### src/rtl/instr_fetch.sv
// Instruction fetch stage: owns pc, reads opcode/operand bytes, hands them to the decoder.
// Optional INSTR_COUNT_EN adds a 16-bit count of issued instructions.
module instr_fetch #(
    parameter int          ADDR_W  = 8,
    parameter logic [7:0]  HALT_OP = 8'hFF
) (
    input  logic              clk,
    input  logic              rst_n,
    output logic [ADDR_W-1:0] mem_addr,
    output logic              mem_rd,
    input  logic [7:0]        mem_rdata,
    input  logic              mem_ready,
    output logic [7:0]        ir_out,
    output logic [7:0]        operand,
    output logic              ir_valid,
    input  logic              exec_done,
    input  logic              branch_taken,
    input  logic [ADDR_W-1:0] branch_target,
    output logic [ADDR_W-1:0] pc,
    output logic              halted
`ifdef INSTR_COUNT_EN
    ,
    output logic [15:0]       instr_count
`endif
);

    typedef enum logic [2:0] {
        RST,
        F_OP,
        F_ARG,
        ISSUE,
        EXEC,
        HALT
    } state_e;

    state_e            state_q, state_d;
    logic [ADDR_W-1:0] pc_q, pc_d;
    logic [7:0]        ir_q, ir_d;
    logic [7:0]        operand_q, operand_d;

    always_ff @(posedge clk or negedge rst_n) begin
        if (!rst_n) begin
            state_q   <= RST;
            pc_q      <= '0;
            ir_q      <= 8'h00;
            operand_q <= 8'h00;
        end else begin
            state_q   <= state_d;
            pc_q      <= pc_d;
            ir_q      <= ir_d;
            operand_q <= operand_d;
        end
    end

    always_comb begin
        state_d   = state_q;
        pc_d      = pc_q;
        ir_d      = ir_q;
        operand_d = operand_q;
        unique case (state_q)
            RST: state_d = F_OP;
            F_OP: begin
                if (mem_ready) begin
                    ir_d = mem_rdata;
                    pc_d = pc_q + ADDR_W'(1);
                    // the halt opcode never takes an operand byte
                    if (mem_rdata != HALT_OP && mem_rdata[7:5] == 3'b111)
                        state_d = F_ARG;
                    else
                        state_d = ISSUE;
                end
            end
            F_ARG: begin
                if (mem_ready) begin
                    operand_d = mem_rdata;
                    pc_d      = pc_q + ADDR_W'(1);
                    state_d   = ISSUE;
                end
            end
            ISSUE: state_d = (ir_q == HALT_OP) ? HALT : EXEC;
            EXEC: begin
                if (exec_done) begin
                    if (branch_taken)
                        pc_d = branch_target;
                    state_d = F_OP;
                end
            end
            HALT: state_d = HALT;
            default: state_d = RST;
        endcase
    end

    assign mem_addr = pc_q;
    assign mem_rd   = (state_q == F_OP) || (state_q == F_ARG);
    assign ir_out   = ir_q;
    assign operand  = operand_q;
    assign ir_valid = (state_q == ISSUE);
    assign pc       = pc_q;
    assign halted   = (state_q == HALT);

`ifdef INSTR_COUNT_EN
    logic [15:0] count_q, count_d;

    always_comb begin
        count_d = count_q;
        if (state_q == ISSUE)
            count_d = count_q + 16'd1;
    end

    always_ff @(posedge clk or negedge rst_n) begin
        if (!rst_n)
            count_q <= 16'd0;
        else
            count_q <= count_d;
    end

    assign instr_count = count_q;
`endif

endmodule

### config.mk
export PLATFORM = sky130hd
export DESIGN_NAME = instr_fetch
export DESIGN_NICKNAME = d
export VERILOG_FILES = /design/src/rtl/instr_fetch.sv
export SDC_FILE = /design/constraint.sdc
export NUM_CORES = 1
export LEC_CHECK = 0
export BUFFER_PORTS_ARGS = -buffer_cell sky130_fd_sc_hd__buf_2
export CAP_MARGIN = 10
export CELL_PAD_IN_SITES_DETAIL_PLACEMENT = 1
export CELL_PAD_IN_SITES_GLOBAL_PLACEMENT = 1
export CORE_UTILIZATION = 32
export DETAILED_ROUTE_END_ITERATION = 12
export GPL_ROUTABILITY_DRIVEN = 0
export PLACE_DENSITY_LB_ADDON = 0.1
export SETUP_SLACK_MARGIN = 0.4
export SYNTH_ARGS = -nofsm -noshare
export SYNTH_HDL_FRONTEND = slang
export SYNTH_SLANG_ARGS = --single-unit
### constraint.sdc
create_clock -name clk -period 1.6 [get_ports clk]
set_input_delay 0.32 -clock clk [delete_from_list [all_inputs] [get_ports clk]]
set_output_delay 0.32 -clock clk [all_outputs]
set_load 0.05 [all_outputs]
# Yosys cells after proc, flatten, opt, wreduce, memory -nomap -nowiden
# Index checks and enable logic that the tools add are counted.
# W data, S select, Z words.
dict set report word_totals {
  ram_bits 0
  n_memories 0
  output_inout_bits 35
  in_bits 21
  latchBits 0
  elab_cells 37
  rom_bits 0
  regBits 27
}
dict set report classes {
  n_shift 0
  mul 0
  addsub 1
  div_mod_pow 0
  bitwise 0
  n_mux 10
  n_eq_ne 13
  magnitude_cmp 0
  reduce_logical 9
}
# cell count
set op_table {}
lappend op_table {{$mux W8} 3}
lappend op_table {{$pmux W3 S6} 1}
lappend op_table {{$pmux W8 S2} 1}
lappend op_table {{$eq A3 B3 Y1 const B} 3}
lappend op_table {{$mux W3} 3}
lappend op_table {{$add A8 B1 Y8 const B} 1}
lappend op_table {{$eq A8 B8 Y1 const B} 1}
lappend op_table {{$ne A2 B2 Y1 const B} 4}
lappend op_table {{$ne A8 B8 Y1 const B} 1}
lappend op_table {{$eq A3 B2 Y1 const B} 2}
lappend op_table {{$reduce_and A2 Y1} 2}
lappend op_table {{$reduce_and A4 Y1} 1}
lappend op_table {{$eq A3 B1 Y1 const B} 1}
lappend op_table {{$logic_not A3 Y1} 1}
lappend op_table {{$reduce_and A3 Y1} 1}
lappend op_table {{$mux W1} 2}
lappend op_table {{$ne A2 B1 Y1 const B} 1}
lappend op_table {{$reduce_bool A2 Y1} 1}
lappend op_table {{$reduce_or A2 Y1} 1}
lappend op_table {{$logic_and A1 B1 Y1} 1}
lappend op_table {{$logic_or A1 B1 Y1} 1}

# Logic depth before layout (Yosys ltp)
dict set report depth {
  word_depth 5
  depth_mapped 7
}

# Worst setup path before layout
# No wires, ideal clock.
dict set report synth_timing {
  path_type {register to register}
  start {register state_q[1]}
  end {register state_q[0]}
  n_path_buf 0
  t_arrival_ps 1792
  synth_period_minus_slack_ps 1872
  path_stages_with_launch 5
  path_slack_ps -272
  cell_sequence {dfrtp_1 > nand2b_1 > a21oi_1 > a2111oi_0 > a21oi_1}
}
dict set report synth_via {
  elab_chain_cells 3
  elab_cells_between_ends 11
}
# element line
set synth_lines {}
lappend synth_lines {{start: declaration} 36} ;# state_e state_q, state_d;
lappend synth_lines {{start signal: assignment} 48} ;# state_q <= state_d;
lappend synth_lines {{$eq A3 B3 Y1, or another cell as far along} 60} ;# unique case (state_q)
lappend synth_lines {{$ne A2 B2 Y1 (no line)} --}
lappend synth_lines {{$reduce_and A3 Y1 (no line)} --}
# Several ways; a longest one is shown, not always the timed one.
# A chain may end at the register's enable or synchronous reset.

# Worst setup path in the final report
dict set report layout_timing {
  start {register state_q[0]}
  end {output port mem_rd}
}
dict set report layout_via {
  elab_chain_cells 2
  elab_cells_between_ends 3
}
# element line
set layout_lines {}
lappend layout_lines {{$eq A3 B1 Y1 or $eq A3 B2 Y1 (tied branches)} 94} ;# assign mem_rd = (state_q == F_OP) || (state_q == F_ARG);
lappend layout_lines {{$logic_or A1 B1 Y1 (*)} 94}
lappend layout_lines {{end: declaration} 10} ;# output logic mem_rd,
# Every way passes the cells marked *; elsewhere a longest branch is shown, timed or not.

==> out/metrics.cfg <==
[detailed_routing]
drt_first_iter_violations = 34
drc = 0
firstDrtPassIters = 4
highest_layer = met4
wl_met3_um = 170
wl_met2_um = 2380
postRouteAntennaNets = 0
via_per_inst = 5.12
via_count = 1346
m1WireLength_um = 2070
wire_per_inst_um = 17.8
drt-total-wl_um = 4690

[cts]
cts_tree = done
cts-buffers-inserted = 3
clkTransAtPathRegs_ps = 100
root_buffer = clkbuf_8
htree_levels = 1
cts_sinks = 27
clockBufferDepth = 2
clkLatencyLatePin_ps = 270
cts_hold_buf = 0

[synth]
syn_inst = 129
avgSynthCellArea_um2 = 10.9
yosysMostFrequentCell = dfrtp_1
synthArstFlopShare = 1.00
ys_seq_area_frac = 0.482
synth_top_cell_by_area = dfrtp_1
synth_seq_cells = 27
yosys-top-cells-area = dfrtp_1 48%, mux2_1 13%, buf_4 5.4%, a21oi_1 3.2%, nand2_1 1.9%
synth_common_cells = 27 x dfrtp_1, 16 x mux2_1, 10 x buf_4
synth_top_cell_area_share = 0.482
ys_warn_count = 0
synth_edf_count = 0
syn_area_mm2 = 0.00140
yosysUniqueCellTypes = 33
yosys_most_used_dff = dfrtp_1
syn_nets = 151

[setup_path]
cp_max_fo = 4
critPathArrivalTime_ps = 1380
cpMostUsedCell = buf_6
cp_cell_sequence = buf_6 -> nand2b_4 -> a21oi_4 -> buf_6
ff2ff_setup_slack_ps = -70
path_class = register to primary output
start_kind = register
end_kind = primary output
cp_slowest_cell = dfrtp_1
path_delay_family = flip-flops
critPathRequiredTime_ps = 1280
path_buf_inv = 2
slowest_delay_ps = 440

[sta]
rsz0062_at_grt = yes
finalWorstSetupSlack_ps = -98.3
slew_violations = 0
final.period_utilization = 1.06
tightest_slew_ps = 646
max_freq_ghz = 0.589
slew_headroom = 0.569
clock_skew_ps = 1.97
finalSetupViolCount = 10
hold_viol_final = 0
finalSetupTns_ps = -410
period_minus_slack_ps = 1700

[grt]
first_global_vias = 1397
antenna_found_initial = 0
globalRouteTotalUtil = 0.206
grt_overflow = 0
grt_max_degree = 28
grt_pass1_wl_um = 6930

[cells_and_area]
area_delta_synth_final_pct = 81.5
antenna_cells = 0
nets = 236
drive_gt1_frac = 0.704

[hold_path]
min_path_type = input port to asynchronous set/reset pin

[placed_design]
portBuffers = 55
dp_slack_ps = -28.1
dp_hpwl_um = 2970

[floorplan]
dieArea_mm2 = 0.00465
initial_core_util = 0.341
die_height_um = 68.2
num_rows = 23
ios = 56
die_w_um = 68.2
core_area_mm2 = 0.00412

[outcome]
violations = setup timing
status = complete, but fails checks

[run]
drv_cap = 0

registers in the layout, summed over array words and instances, names as in the netlist:
| name | count |
|---|---|
| ir_out | 8 |
| mem_addr | 8 |
| state_q | 3 |
| operand | 8 |
area by class of cell:
class	count	area, um2
sequential	27	687
timing repair buffer	94	901
fill	419	1570
multi-input combinational	83	832
tap	50	62.6
inverter	5	18.8
clock buffer	4	45.0
cells by family after synthesis:
group | Yosys count | synth area share
AOI/OAI and AO/OA | 28 | 0.141
adders and majority gates | 1 | 0.00892
buffers and inverters | 19 | 0.0847
DFF | 27 | 0.482
muxes | 18 | 0.143
and+or+nand+nor | 36 | 0.141
per-layer routing:
metal,vias to the layer above,global-route usage
met5,-,0
met4,0,0.0417
met3,7,0.0333
met2,33,0.358
met1,675,0.266
li1,631,-
layout by cell type, fill, tap and decap left out, types with 2 or more instances in the layout:
master     count
a2bb2oi_2      2
nand4_1        2
o22a_1         3
buf_6         26
nand3_1        4
dfrtp_2        9
inv_2          2
mux2_4        16
o22ai_1        2
buf_2         20
mux2i_1        2
a21oi_4        2
buf_4         29
nor2_1         5
dfrtp_1       18
and3_1         3
nand2b_4       4
nand2_1        7
o21ai_1        2
a31oi_1        2
inv_1          3
buf_8         18
nor2_4         2
o22ai_2        2
a41oi_1        2
clkbuf_8       3
a21oi_2        6
final timing paths:
kind / startpoint / depth (start not counted) / end
hold / removal: rst_n / 1 / mem_addr[2]$_DFFE_PN0P_
hold reg to reg: operand[6]$_DFFE_PN0P_ / 1 / operand[6]$_DFFE_PN0P_
max in group asynchronous: rst_n / 1 / mem_addr[4]$_DFFE_PN0P_
min in group clk: exec_done / 2 / state_q[2]$_DFFE_PN0P_
setup reg to reg: state_q[0]$_DFFE_PN0P_ / 7 / mem_addr[0]$_DFFE_PN0P_
setup / recovery: state_q[0]$_DFFE_PN0P_ / 4 / mem_rd
per-stage QoR:
step                utilization  hold WS, ps  instances  area, um2
floorplan                     -         24.4        129       1480
global placement          0.448          364        237       1850
detailed placement        0.448          377        237       1850
CTS                       0.585         71.4        258       2410
global route              0.619         89.5        263       2550
finish                    0.619         60.1        263       2550
timing repair:
item                                    CTS  global route
pin swaps                                 7             2
endpoints found under the setup margin   61            61
buffers inserted                         17             5
gates resized for setup                 113            26
worst reg2reg max path, delay by kind of cell (launching register included):
family                 cells  cell delay, ps
AO/OA/AOI/OAI              1             250
buffers and inverters      3             470
flip-flops                 1             440
multiplexers               1             180
AND/OR/NAND/NOR            2             210
Power is left out: the tool's default activity adds up to more than one toggle a clock period on the data nets, which glitch-free logic cannot reach.
